### src/rtl/instr_fetch_unit_if.sv
// instr_fetch_unit_if
//   Bundles the fetch unit's ROM port, control inputs and the instruction
//   register handshake toward decode/execute.
//
//   Handshake: ir_out/pc_out are meaningful only while ir_valid=1. A transfer
//   happens on a rising clk edge where ir_valid=1 and ir_ready=1. ir_valid
//   never depends combinationally on ir_ready, and while ir_valid=1 and
//   ir_ready=0 the offered ir_out/pc_out stay stable.
//
//   Ports (master = fetch unit side):
//     start        in   pulse, begin/restart fetching
//     pmem_add     out  ROM address (= PC)
//     pmem_data    in   ROM data, combinational from pmem_add
//     redirect     in   load redirect_pc and flush the IR
//     redirect_pc  in   redirect target
//     ir_out       out  registered instruction
//     ir_valid     out  ir_out holds an unconsumed instruction
//     ir_ready     in   consumer accepts ir_out this cycle
//     pc_out       out  address ir_out was fetched from
//     busy         out  FSM in RUN
//     halted       out  FSM in HALTED
//     instr_count  out  instructions issued since start, saturating
//     fsm_state    out  raw FSM state for debug (IDLE=0, RUN=1, HALTED=2)
interface instr_fetch_unit_if #(
    parameter int ADDR_W  = 5,
    parameter int INSTR_W = 32,
    parameter int CNT_W   = 8
);
    logic               start;
    logic [ADDR_W-1:0]  pmem_add;
    logic [INSTR_W-1:0] pmem_data;
    logic               redirect;
    logic [ADDR_W-1:0]  redirect_pc;
    logic [INSTR_W-1:0] ir_out;
    logic               ir_valid;
    logic               ir_ready;
    logic [ADDR_W-1:0]  pc_out;
    logic               busy;
    logic               halted;
    logic [CNT_W-1:0]   instr_count;
    logic [1:0]         fsm_state;

    modport master (
        input  start, pmem_data, redirect, redirect_pc, ir_ready,
        output pmem_add, ir_out, ir_valid, pc_out, busy, halted, instr_count, fsm_state
    );

    modport slave (
        output start, pmem_data, redirect, redirect_pc, ir_ready,
        input  pmem_add, ir_out, ir_valid, pc_out, busy, halted, instr_count, fsm_state
    );
endinterface

### src/rtl/instr_fetch_unit.sv
// instr_fetch_unit
//   Fetch sequencer for a 2**ADDR_W-entry combinational program ROM. Holds
//   the PC and a one-entry instruction register offered to the consumer
//   with a valid/ready handshake. Accepts PC redirects (which flush the IR)
//   and stops when the fetched word carries the HALT opcode.
//
//   Ports:
//     clk    in  system clock, rising edge
//     reset  in  asynchronous, active-high reset
//     bus    instr_fetch_unit_if.master (ROM port, control, IR handshake,
//            status and debug state)
module instr_fetch_unit #(
    parameter int                ADDR_W   = 5,
    parameter int                INSTR_W  = 32,
    parameter logic [4:0]        HALT_OP  = 5'b11111,
    parameter logic [ADDR_W-1:0] RESET_PC = '0,
    parameter int                CNT_W    = 8
) (
    input  logic                clk,
    input  logic                reset,
    instr_fetch_unit_if.master  bus
);

    typedef enum logic [1:0] {
        IDLE   = 2'd0,
        RUN    = 2'd1,
        HALTED = 2'd2
    } state_t;

    state_t             state;
    logic [ADDR_W-1:0]  pc;
    logic [INSTR_W-1:0] ir_out;
    logic               ir_valid;
    logic [ADDR_W-1:0]  pc_out;
    logic               busy;
    logic               halted;
    logic [CNT_W-1:0]   instr_count;

    logic load;
    logic is_halt;

    // The IR can take a new word when it is empty or is being drained now.
    assign load    = !ir_valid || bus.ir_ready;
    assign is_halt = (bus.pmem_data[INSTR_W-1 -: 5] == HALT_OP);

    always_ff @(posedge clk or posedge reset) begin
        if (reset) begin
            state       <= IDLE;
            pc          <= RESET_PC;
            ir_out      <= '0;
            ir_valid    <= 1'b0;
            pc_out      <= '0;
            busy        <= 1'b0;
            halted      <= 1'b0;
            instr_count <= '0;
        end else begin
            case (state)
                IDLE: begin
                    // No fetch in the entry cycle; first word loads next edge.
                    if (bus.start) begin
                        state <= RUN;
                        busy  <= 1'b1;
                    end
                end

                RUN: begin
                    if (bus.redirect) begin
                        // Flush: the word at the old PC is discarded uncounted.
                        pc       <= bus.redirect_pc;
                        ir_valid <= 1'b0;
                    end else if (load) begin
                        if (is_halt) begin
                            // HALT is never presented; PC stays on the HALT word.
                            ir_valid <= 1'b0;
                            state    <= HALTED;
                            busy     <= 1'b0;
                            halted   <= 1'b1;
                        end else begin
                            ir_out   <= bus.pmem_data;
                            pc_out   <= pc;
                            ir_valid <= 1'b1;
                            pc       <= pc + 1'b1;
                            if (instr_count != '1)
                                instr_count <= instr_count + 1'b1;
                        end
                    end
                end

                HALTED: begin
                    if (bus.start) begin
                        state       <= RUN;
                        busy        <= 1'b1;
                        halted      <= 1'b0;
                        pc          <= RESET_PC;
                        instr_count <= '0;
                    end
                end

                default: begin
                    state    <= IDLE;
                    busy     <= 1'b0;
                    halted   <= 1'b0;
                    ir_valid <= 1'b0;
                end
            endcase
        end
    end

    assign bus.pmem_add    = pc;
    assign bus.ir_out      = ir_out;
    assign bus.ir_valid    = ir_valid;
    assign bus.pc_out      = pc_out;
    assign bus.busy        = busy;
    assign bus.halted      = halted;
    assign bus.instr_count = instr_count;
    assign bus.fsm_state   = state;

endmodule

### src/flat_wrapper.sv
// flat-port wrapper written by rule: the top's interface ports become plain ports
module instr_fetch_unit_flat 
#(
    parameter int                ADDR_W   = 5,
    parameter int                INSTR_W  = 32,
    parameter logic [4:0]        HALT_OP  = 5'b11111,
    parameter logic [ADDR_W-1:0] RESET_PC = '0,
    parameter int                CNT_W    = 8
)
  (clk, reset, bus_start, bus_pmem_data, bus_redirect, bus_redirect_pc, bus_ir_ready, bus_pmem_add, bus_ir_out, bus_ir_valid, bus_pc_out, bus_busy, bus_halted, bus_instr_count, bus_fsm_state);
  instr_fetch_unit_if #(.ADDR_W(ADDR_W), .INSTR_W(INSTR_W), .CNT_W(CNT_W)) bus_i ();
  input  logic clk;
  input  logic reset;
  input wire logic [$bits(bus_i.start)-1:0] bus_start;
  input wire logic [$bits(bus_i.pmem_data)-1:0] bus_pmem_data;
  input wire logic [$bits(bus_i.redirect)-1:0] bus_redirect;
  input wire logic [$bits(bus_i.redirect_pc)-1:0] bus_redirect_pc;
  input wire logic [$bits(bus_i.ir_ready)-1:0] bus_ir_ready;
  output wire logic [$bits(bus_i.pmem_add)-1:0] bus_pmem_add;
  output wire logic [$bits(bus_i.ir_out)-1:0] bus_ir_out;
  output wire logic [$bits(bus_i.ir_valid)-1:0] bus_ir_valid;
  output wire logic [$bits(bus_i.pc_out)-1:0] bus_pc_out;
  output wire logic [$bits(bus_i.busy)-1:0] bus_busy;
  output wire logic [$bits(bus_i.halted)-1:0] bus_halted;
  output wire logic [$bits(bus_i.instr_count)-1:0] bus_instr_count;
  output wire logic [$bits(bus_i.fsm_state)-1:0] bus_fsm_state;
  assign bus_i.start = bus_start;
  assign bus_i.pmem_data = bus_pmem_data;
  assign bus_i.redirect = bus_redirect;
  assign bus_i.redirect_pc = bus_redirect_pc;
  assign bus_i.ir_ready = bus_ir_ready;
  assign bus_pmem_add = bus_i.pmem_add;
  assign bus_ir_out = bus_i.ir_out;
  assign bus_ir_valid = bus_i.ir_valid;
  assign bus_pc_out = bus_i.pc_out;
  assign bus_busy = bus_i.busy;
  assign bus_halted = bus_i.halted;
  assign bus_instr_count = bus_i.instr_count;
  assign bus_fsm_state = bus_i.fsm_state;
  instr_fetch_unit #(.ADDR_W(ADDR_W), .INSTR_W(INSTR_W), .HALT_OP(HALT_OP), .RESET_PC(RESET_PC), .CNT_W(CNT_W)) u_core (.clk(clk), .reset(reset), .bus(bus_i));
endmodule
### config.mk
export PLATFORM = sky130hd
export DESIGN_NAME = instr_fetch_unit_flat
export DESIGN_NICKNAME = d
export VERILOG_FILES = /design/src/rtl/instr_fetch_unit_if.sv /design/src/rtl/instr_fetch_unit.sv /design/src/flat_wrapper.sv
export SDC_FILE = /design/constraint.sdc
export NUM_CORES = 1
export LEC_CHECK = 0
export BUFFER_PORTS_ARGS = -buffer_cell sky130_fd_sc_hd__buf_2
export CAP_MARGIN = 20
export CORE_MARGIN = 8
export CORE_UTILIZATION = 48
export DETAILED_ROUTE_END_ITERATION = 6
export GPL_ROUTABILITY_DRIVEN = 1
export PLACE_DENSITY = 0.79
export RECOVER_POWER = 25
export SYNTH_ARGS = -nofsm -noshare
export SYNTH_HDL_FRONTEND = slang
export SYNTH_SLANG_ARGS = --single-unit
### constraint.sdc
create_clock -name clk -period 2.15 [get_ports clk]
set_input_delay 0.1075 -clock clk [delete_from_list [all_inputs] [get_ports clk]]
set_output_delay 0.1075 -clock clk [all_outputs]
set_load 0.05 [all_outputs]
==> metrics.txt, run 1 <==
# TYPE chip_impl_metric gauge
chip_impl_metric{name="place.gp.congestion",unit=""} 0.7928
chip_impl_metric{name="arrival_time_of_data_at_the_critical_path_endpoint",unit="ps"} 2070
chip_impl_metric{name="number_of_synthesized_flops_with_an_enable_pin",unit=""} 0
chip_impl_metric{name="horizontal_die_dimension",unit="um"} 87.97
chip_impl_metric{name="cts_buffers",unit=""} 5
chip_impl_metric{name="post-route-period-util",unit=""} 0.8811
chip_impl_metric{name="start_util",unit=""} 0.4931
chip_impl_metric{name="required",unit="ps"} 2330
chip_impl_metric{name="clk-insertion-delay-late",unit="ps"} 300
chip_impl_metric{name="fillCellCount",unit=""} 403
chip_impl_info{name="buffer_cell_driving_the_clock_tree_root",value="sky130_fd_sc_hd__clkbuf_8"} 1
chip_impl_metric{name="io_pins",unit=""} 97
chip_impl_metric{name="setup_violations",unit=""} 0
chip_impl_metric{name="portBuffers",unit=""} 96
chip_impl_metric{name="gr-usage-met3",unit=""} 0.05441
chip_impl_info{name="rr_startpoint",value="u_core.bus.fsm_state[1]"} 1
chip_impl_metric{name="fmax",unit="MHz"} 527.9
chip_impl_metric{name="dr.first_iter.drc_count",unit=""} 70
chip_impl_metric{name="global_route.usage.met2",unit=""} 0.2490
chip_impl_metric{name="overflow",unit=""} 0
chip_impl_metric{name="synthArstFlopShare",unit=""} 1.000
chip_impl_metric{name="syn-instance-count",unit=""} 204
chip_impl_metric{name="fin_skew",unit="ps"} 6.810
chip_impl_metric{name="die_area",unit="um^2"} 7739
chip_impl_metric{name="net_count_after_synthesis",unit=""} 252
chip_impl_metric{name="synth_sequential_area_ratio",unit=""} 0.5536
chip_impl_metric{name="ctsLongestPathBuffers",unit=""} 2
chip_impl_info{name="tritoncts_clock_tree",value="yes"} 1
chip_impl_metric{name="num_vias",unit=""} 1983
chip_impl_info{name="crit_path_start_kind",value="flop"} 1
chip_impl_metric{name="grt_first_pass_wirelength",unit="um"} 9390
chip_impl_metric{name="cap_viol_max_count",unit=""} 0
chip_impl_metric{name="dieHeight",unit="um"} 87.97
chip_impl_metric{name="finalWorstPathRequiredPeriod",unit="ps"} 1894
chip_impl_metric{name="viasPerCell",unit=""} 5.260
chip_impl_info{name="grt_busiest_layer",value="met2"} 1
chip_impl_metric{name="grt_pass1_vias",unit=""} 1963
chip_impl_metric{name="worstMarginPinSlew",unit="ps"} 1342
chip_impl_metric{name="cts_htree_levels",unit=""} 2
chip_impl_metric{name="dp_hpwl",unit="um"} 4565
chip_impl_info{name="unrepaired_setup_endpoints_after_global_routing",value="false"} 1
chip_impl_info{name="endpoint_kind",value="flop"} 1
chip_impl_metric{name="grt_use_met1",unit=""} 0.1923
chip_impl_metric{name="drt_pre_antenna_iters",unit=""} 4
chip_impl_metric{name="antenna_nets_post_route",unit=""} 0
chip_impl_info{name="synth_flop_cell",value="sky130_fd_sc_hd__dfrtp_1"} 1
chip_impl_metric{name="ys.warnings.count",unit=""} 0
chip_impl_metric{name="coreArea",unit="um^2"} 5042
chip_impl_info{name="min_from",value="bus_pmem_data[1]"} 1
chip_impl_metric{name="grt_start_max_net_pins",unit=""} 56
chip_impl_metric{name="final_layout_size_suffix_gt1_frac",unit=""} 0.4039
chip_impl_metric{name="grt_antenna_before_repair",unit=""} 0
chip_impl_metric{name="antennaDiodeCount",unit=""} 0
chip_impl_metric{name="finish.net_count",unit=""} 355
chip_impl_metric{name="wl",unit="um"} 5992
chip_impl_metric{name="timing.final.hold_violations",unit=""} 0
chip_impl_metric{name="post-cts-setup-buffer-count",unit=""} 0
chip_impl_metric{name="std_cell_rows",unit=""} 26
chip_impl_info{name="start_point_of_the_critical_path",value="u_core.bus.fsm_state[1]"} 1
chip_impl_metric{name="synthesis.area_per_instance",unit="um^2"} 12.19
chip_impl_metric{name="cts_sinks",unit=""} 55
chip_impl_metric{name="postSynthRegisterBits",unit=""} 55
chip_impl_metric{name="synth_to_final_area_change",unit="%"} 28.79
chip_impl_metric{name="critical_path.max_fanout",unit=""} 25
chip_impl_info{name="criticalPathCategory",value="flop to flop"} 1
chip_impl_metric{name="slew-limit-headroom",unit=""} 0.1051
chip_impl_metric{name="synth_cell_types",unit=""} 41
chip_impl_metric{name="avgRoutedWirePerCell",unit="um"} 15.89
chip_impl_metric{name="synth_cell_area",unit="um^2"} 2486
chip_impl_info{name="status",value="complete, no violations"} 1
chip_impl_metric{name="final_max_slew_viol_count",unit=""} 0
chip_impl_info{name="worst_hold_path_type",value="input port to flop"} 1
chip_impl_metric{name="drc_violations",unit=""} 0
chip_impl_metric{name="cts.clk_slew.worst_paths",unit="ps"} 100
chip_impl_metric{name="totalNegativeSetupSlack",unit="ps"} 0
chip_impl_metric{name="grt_util_all_layers",unit=""} 0.1541
[worst max-delay path: stages, from the launching register on]
cell                       delay (ps)
sky130_fd_sc_hd__dfrtp_2          430
sky130_fd_sc_hd__inv_1            100
sky130_fd_sc_hd__ha_1             260
sky130_fd_sc_hd__nand2b_1         130
sky130_fd_sc_hd__nand2b_2         300
sky130_fd_sc_hd__buf_12           210
sky130_fd_sc_hd__mux2_1           330
[cells in the final DEF (no fill, tap or decap), types with 2 or more instances in the layout]
master and instances:
sky130_fd_sc_hd__buf_2 96, sky130_fd_sc_hd__dfrtp_1 53, sky130_fd_sc_hd__mux2_1 30, sky130_fd_sc_hd__o21ai_0 13, sky130_fd_sc_hd__nor2_1 10, sky130_fd_sc_hd__nand2_1 9
sky130_fd_sc_hd__inv_1 7, sky130_fd_sc_hd__mux2_2 7, sky130_fd_sc_hd__nand3_1 6, sky130_fd_sc_hd__ha_1 6, sky130_fd_sc_hd__clkbuf_8 5, sky130_fd_sc_hd__o21ai_1 4
sky130_fd_sc_hd__a21oi_1 4, sky130_fd_sc_hd__o211ai_1 4, sky130_fd_sc_hd__nand3b_1 4, sky130_fd_sc_hd__buf_4 4, sky130_fd_sc_hd__nor2b_1 3, sky130_fd_sc_hd__o31ai_1 3
sky130_fd_sc_hd__or3_1 3, sky130_fd_sc_hd__nand2b_1 2, sky130_fd_sc_hd__a31oi_1 2, sky130_fd_sc_hd__or2_1 2, sky130_fd_sc_hd__nor3_1 2, sky130_fd_sc_hd__nand4_1 2
sky130_fd_sc_hd__dlygate4sd3_1 2, sky130_fd_sc_hd__dfrtp_2 2
[repair_timing]
item,4_1_cts,5_1_grt
hold buffers,1,1
endpoints found under the hold margin,55,1
resized for setup,0,1
setup endpoints to repair,0,1
[path summary, 6_finish.rpt]
path | end | slack [ps] | cells after the start
setup / recovery | u_core.bus.ir_out[24] | 260 | 6
hold / removal | u_core.bus.ir_out[1] | 9 | 2
setup reg to reg | u_core.bus.ir_out[24] | 260 | 6
hold reg to reg | u_core.bus.busy | 480 | 2
max in group asynchronous | u_core.bus.fsm_state[0] | 450 | 4
min in group asynchronous | u_core.bus.ir_out[9] | 800 | 4
[cell type report]
| class | count | area, um^2 | area share |
|---|---|---|---|
| repair buffers | 104 | 555.5 | 0.1735 |
| flip-flops and latches | 55 | 1379 | 0.4306 |
| inverters | 7 | 26.28 | 0.008206 |
| multi-input cells | 134 | 1047 | 0.3271 |
| well taps | 70 | 87.58 | 0.02735 |
| clock buffers | 5 | 68.82 | 0.02149 |
| clock inverters | 2 | 37.54 | 0.01172 |
[cells in the mapped netlist (2+ instances only)]
library cell	count	share of area
sky130_fd_sc_hd__ha_1	6	0.030
sky130_fd_sc_hd__o21ai_1	4	0.0081
sky130_fd_sc_hd__a21oi_1	4	0.0081
sky130_fd_sc_hd__nor3_1	2	0.0040
sky130_fd_sc_hd__o31ai_1	3	0.0091
sky130_fd_sc_hd__o211ai_1	4	0.012
sky130_fd_sc_hd__nand2b_1	3	0.0075
sky130_fd_sc_hd__a31oi_1	2	0.0050
sky130_fd_sc_hd__nor2_1	10	0.015
sky130_fd_sc_hd__clkbuf_1	3	0.0045
sky130_fd_sc_hd__nand4_1	2	0.0050
sky130_fd_sc_hd__nand3b_1	4	0.012
sky130_fd_sc_hd__nand2_1	9	0.014
sky130_fd_sc_hd__or3_1	3	0.0075
sky130_fd_sc_hd__or2_1	2	0.0050
sky130_fd_sc_hd__inv_1	7	0.011
sky130_fd_sc_hd__nand3_1	6	0.012
sky130_fd_sc_hd__mux2_1	30	0.14
sky130_fd_sc_hd__mux2_2	7	0.032
sky130_fd_sc_hd__buf_2	4	0.0081
sky130_fd_sc_hd__o21ai_0	13	0.026
sky130_fd_sc_hd__dfrtp_1	55	0.55
sky130_fd_sc_hd__nor2b_1	3	0.0075
[per-stage QoR]
stage / hold slack [ps] / setup slack [ps] / cells / cell area [um^2] / utilization
2_1_floorplan: 239.2 / 124.3 / 204 / 2489 / -
3_3_place_gp: 182.7 / 174.2 / 368 / 3087 / 0.6122
3_5_place_dp: 184.0 / 176.0 / 368 / 3087 / 0.6122
4_1_cts: 3.228 / 137.2 / 376 / 3203 / 0.6352
5_1_grt: 1.565 / 117.7 / 377 / 3202 / 0.6350
6_report: 8.588 / 255.6 / 377 / 3202 / 0.6350
[routing by layer]
| layer | vias up | wire [um] | part of all wire |
|---|---|---|---|
| met1 | 954 | 2583 | 0.43 |
| li1 | 942 | - | - |
| met4 | 0 | 15 | 0.0025 |
| met5 | - | 0 | 0 |
| met2 | 85 | 2721 | 0.45 |
| met3 | 2 | 672 | 0.11 |
[sequential cells by signal, summed over array words and instances (netlist names)]
register and count:
u_core.bus.pc_out 5, u_core.bus.instr_count 8, u_core.bus.fsm_state 2, u_core.bus.ir_valid 1, u_core.bus.halted 1, u_core.bus.ir_out 32, u_core.bus.pmem_add 5, u_core.bus.busy 1
[cell families after synthesis]
| family | synth area share |
|---|---|
| buffers and inverters | 0.02768 |
| muxes | 0.1716 |
| AOI/OAI and AO/OA | 0.1122 |
| and+or+nand+nor | 0.1047 |
| adders and majority gates | 0.03020 |
| DFF | 0.5536 |
Power of run 1 is not shown: default switching activity piles up to over one toggle a cycle in this logic, so the estimate is an artifact.
==> run 2, diff against run 1 <==
Settings changed: CORE_UTILIZATION 48 to 39, PLACE_DENSITY 0.79 to 0.66.
==> run 2 against run 1 <==
Against the previous run:
- first-iteration DRC count shrank 29%
- hold slack improved by 6.7 ps
- highest routed layer unchanged
- fmax fell by 0.41%
- register-to-register slack about the same
==> metrics.txt, run 2 (same netlist as run 1, synthesis figures left out) <==
# TYPE chip_impl_metric gauge
chip_impl_metric{name="worst_hold_slack",unit="ps"} 15.29
chip_impl_metric{name="cts_buffers",unit=""} 5
chip_impl_metric{name="slew-limit-headroom",unit=""} 0.5544
chip_impl_metric{name="final_max_slew_viol_count",unit=""} 0
chip_impl_metric{name="grt_pass1_vias",unit=""} 2021
chip_impl_info{name="min_to",value="u_core.bus.ir_out[17]"} 1
chip_impl_metric{name="antennaDiodeCount",unit=""} 0
chip_impl_metric{name="num_vias",unit=""} 1975
chip_impl_metric{name="grt_first_pass_wirelength",unit="um"} 9556
chip_impl_metric{name="horizontal_die_dimension",unit="um"} 95.84
chip_impl_metric{name="worstMarginPinSlew",unit="ps"} 667.6
chip_impl_info{name="min_from",value="bus_pmem_data[17]"} 1
chip_impl_metric{name="cts_htree_levels",unit=""} 2
chip_impl_metric{name="cts_sinks",unit=""} 55
chip_impl_metric{name="die_area",unit="um^2"} 9185
chip_impl_info{name="timing.rr.end",value="u_core.bus.instr_count[7]"} 1
chip_impl_metric{name="drc_violations",unit=""} 0
chip_impl_metric{name="dp_hpwl",unit="um"} 4663
chip_impl_metric{name="dieHeight",unit="um"} 95.84
chip_impl_metric{name="coreArea",unit="um^2"} 6241
chip_impl_metric{name="setup_violations",unit=""} 0
chip_impl_metric{name="drt_pre_antenna_iters",unit=""} 4
chip_impl_metric{name="fillCellCount",unit=""} 568
chip_impl_metric{name="cts.clk_slew.worst_paths",unit="ps"} 110
chip_impl_metric{name="io_pins",unit=""} 97
chip_impl_info{name="buffer_cell_driving_the_clock_tree_root",value="sky130_fd_sc_hd__clkbuf_8"} 1
chip_impl_metric{name="finalWorstPathRequiredPeriod",unit="ps"} 1902
chip_impl_info{name="layout.cells.most_common_list",value="95 x sky130_fd_sc_hd__buf_2, 53 x sky130_fd_sc_hd__dfrtp_1, 30 x sky130_fd_sc_hd__mux2_1, 13 x sky130_fd_sc_hd__o21ai_0, 10 x sky130_fd_sc_hd__nor2_1"} 1
chip_impl_metric{name="totalNegativeSetupSlack",unit="ps"} 0
chip_impl_metric{name="largest_reg_flops",unit=""} 32
chip_impl_info{name="status",value="complete, no violations"} 1
chip_impl_metric{name="wl",unit="um"} 6077
chip_impl_metric{name="ff2ff_path_depth",unit=""} 6
chip_impl_metric{name="timing.final.hold_violations",unit=""} 0
chip_impl_metric{name="critical_path.max_fanout",unit=""} 8
chip_impl_info{name="rr_startpoint",value="u_core.bus.fsm_state[0]"} 1
chip_impl_metric{name="start_util",unit=""} 0.3984
chip_impl_metric{name="grt_util_all_layers",unit=""} 0.1307
chip_impl_metric{name="reg2reg_setup_slack",unit="ps"} 250
chip_impl_metric{name="clk-insertion-delay-late",unit="ps"} 300
chip_impl_info{name="layout.cells.most_common",value="sky130_fd_sc_hd__buf_2"} 1
chip_impl_metric{name="fin_skew",unit="ps"} 10.91
chip_impl_metric{name="grt_antenna_before_repair",unit=""} 0
chip_impl_metric{name="cap_viol_max_count",unit=""} 0
chip_impl_metric{name="std_cell_rows",unit=""} 29
chip_impl_metric{name="antenna_nets_post_route",unit=""} 0
chip_impl_metric{name="post-route-period-util",unit=""} 0.8848
chip_impl_metric{name="finish.net_count",unit=""} 360
chip_impl_metric{name="avgRoutedWirePerCell",unit="um"} 15.58
chip_impl_metric{name="overflow",unit=""} 0
chip_impl_metric{name="ctsLongestPathBuffers",unit=""} 2
chip_impl_info{name="unrepaired_setup_endpoints_after_global_routing",value="false"} 1
chip_impl_metric{name="grt_start_max_net_pins",unit=""} 38
chip_impl_info{name="endpoint_kind",value="flop"} 1
chip_impl_info{name="largest_register",value="u_core.bus.ir_out"} 1
chip_impl_metric{name="fmax",unit="MHz"} 525.7
chip_impl_metric{name="required",unit="ps"} 2370
chip_impl_info{name="registers_with_the_most_flip_flops",value="u_core.bus.ir_out (32), u_core.bus.instr_count (8)"} 1
chip_impl_info{name="tritoncts_clock_tree",value="yes"} 1
chip_impl_metric{name="dr.first_iter.drc_count",unit=""} 50
chip_impl_metric{name="synth_to_final_area_change",unit="%"} 30.40
chip_impl_metric{name="viasPerCell",unit=""} 5.064
chip_impl_metric{name="min_delay_path_depth",unit=""} 2
chip_impl_metric{name="post-cts-setup-buffer-count",unit=""} 0
chip_impl_info{name="crit_path_start_kind",value="flop"} 1
chip_impl_metric{name="final_layout_size_suffix_gt1_frac",unit=""} 0.3962
chip_impl_metric{name="portBuffers",unit=""} 96
chip_impl_info{name="criticalPathCategory",value="flop to flop"} 1
chip_impl_metric{name="arrival_time_of_data_at_the_critical_path_endpoint",unit="ps"} 2120
chip_impl_metric{name="place.gp.congestion",unit=""} 0.8193
chip_impl_info{name="worst_hold_path_type",value="input port to flop"} 1
## run 2: per-stage QoR
stage / instances / util / setup WS, ps / area, um^2
2_1_floorplan: 204 / - / 124.3 / 2489
3_3_place_gp: 376 / 0.4952 / 313.3 / 3090
3_5_place_dp: 376 / 0.4952 / 242.2 / 3090
4_1_cts: 390 / 0.5204 / 243.2 / 3248
5_1_grt: 390 / 0.5194 / 152.7 / 3242
6_report: 390 / 0.5194 / 247.8 / 3242
## run 2: what timing repair did
action / 4_1_cts / 5_1_grt
hold buffers: 6 / 0
gates resized for setup: 0 / 0
endpoints found under the hold margin: 20 / 0
## run 2: how the worst max path moves through the flow
stage                             from                   endpoint  slack, ps  cells after the start
2_1_floorplan  u_core.bus.fsm_state[1]  u_core.bus.instr_count[7]        120                      7
3_3_place_gp   u_core.bus.fsm_state[0]  u_core.bus.instr_count[7]        310                      6
3_5_place_dp   u_core.bus.fsm_state[0]  u_core.bus.instr_count[7]        240                      6
4_1_cts        u_core.bus.fsm_state[0]  u_core.bus.instr_count[7]        240                      6
5_1_grt        u_core.bus.fsm_state[0]  u_core.bus.instr_count[7]        150                      6
6_report       u_core.bus.fsm_state[0]  u_core.bus.instr_count[7]        250                      6
## run 2: cell type report
class | instances | area, um^2 | share of cell area
timing repair buffer | 109 | 599.3 | 0.1849
inverter | 7 | 26.28 | 0.008105
clock inverter | 3 | 28.78 | 0.008877
clock buffer | 5 | 68.82 | 0.02123
multi-input combinational | 134 | 1044 | 0.3219
sequential | 55 | 1379 | 0.4253
tap | 77 | 96.34 | 0.02972
## run 2: per-layer routing
metal	vias to the layer above	track usage	part of all wire	wire, um
li1	950	-	-	-
met1	937	0.1641	0.43	2603
met2	84	0.2114	0.45	2761
met3	4	0.04134	0.11	674
met4	0	0.03713	0.0063	38
met5	-	0	0	0
## run 2: worst max-delay path: stages, from the launching register on
cell                       delay [ps]
sky130_fd_sc_hd__dfrtp_2          410
sky130_fd_sc_hd__inv_1             70
sky130_fd_sc_hd__ha_1             270
sky130_fd_sc_hd__a21boi_1         310
sky130_fd_sc_hd__nand2_1          110
sky130_fd_sc_hd__or2_1            360
sky130_fd_sc_hd__o311ai_2         290
Power of run 2 is left out for the same reason.
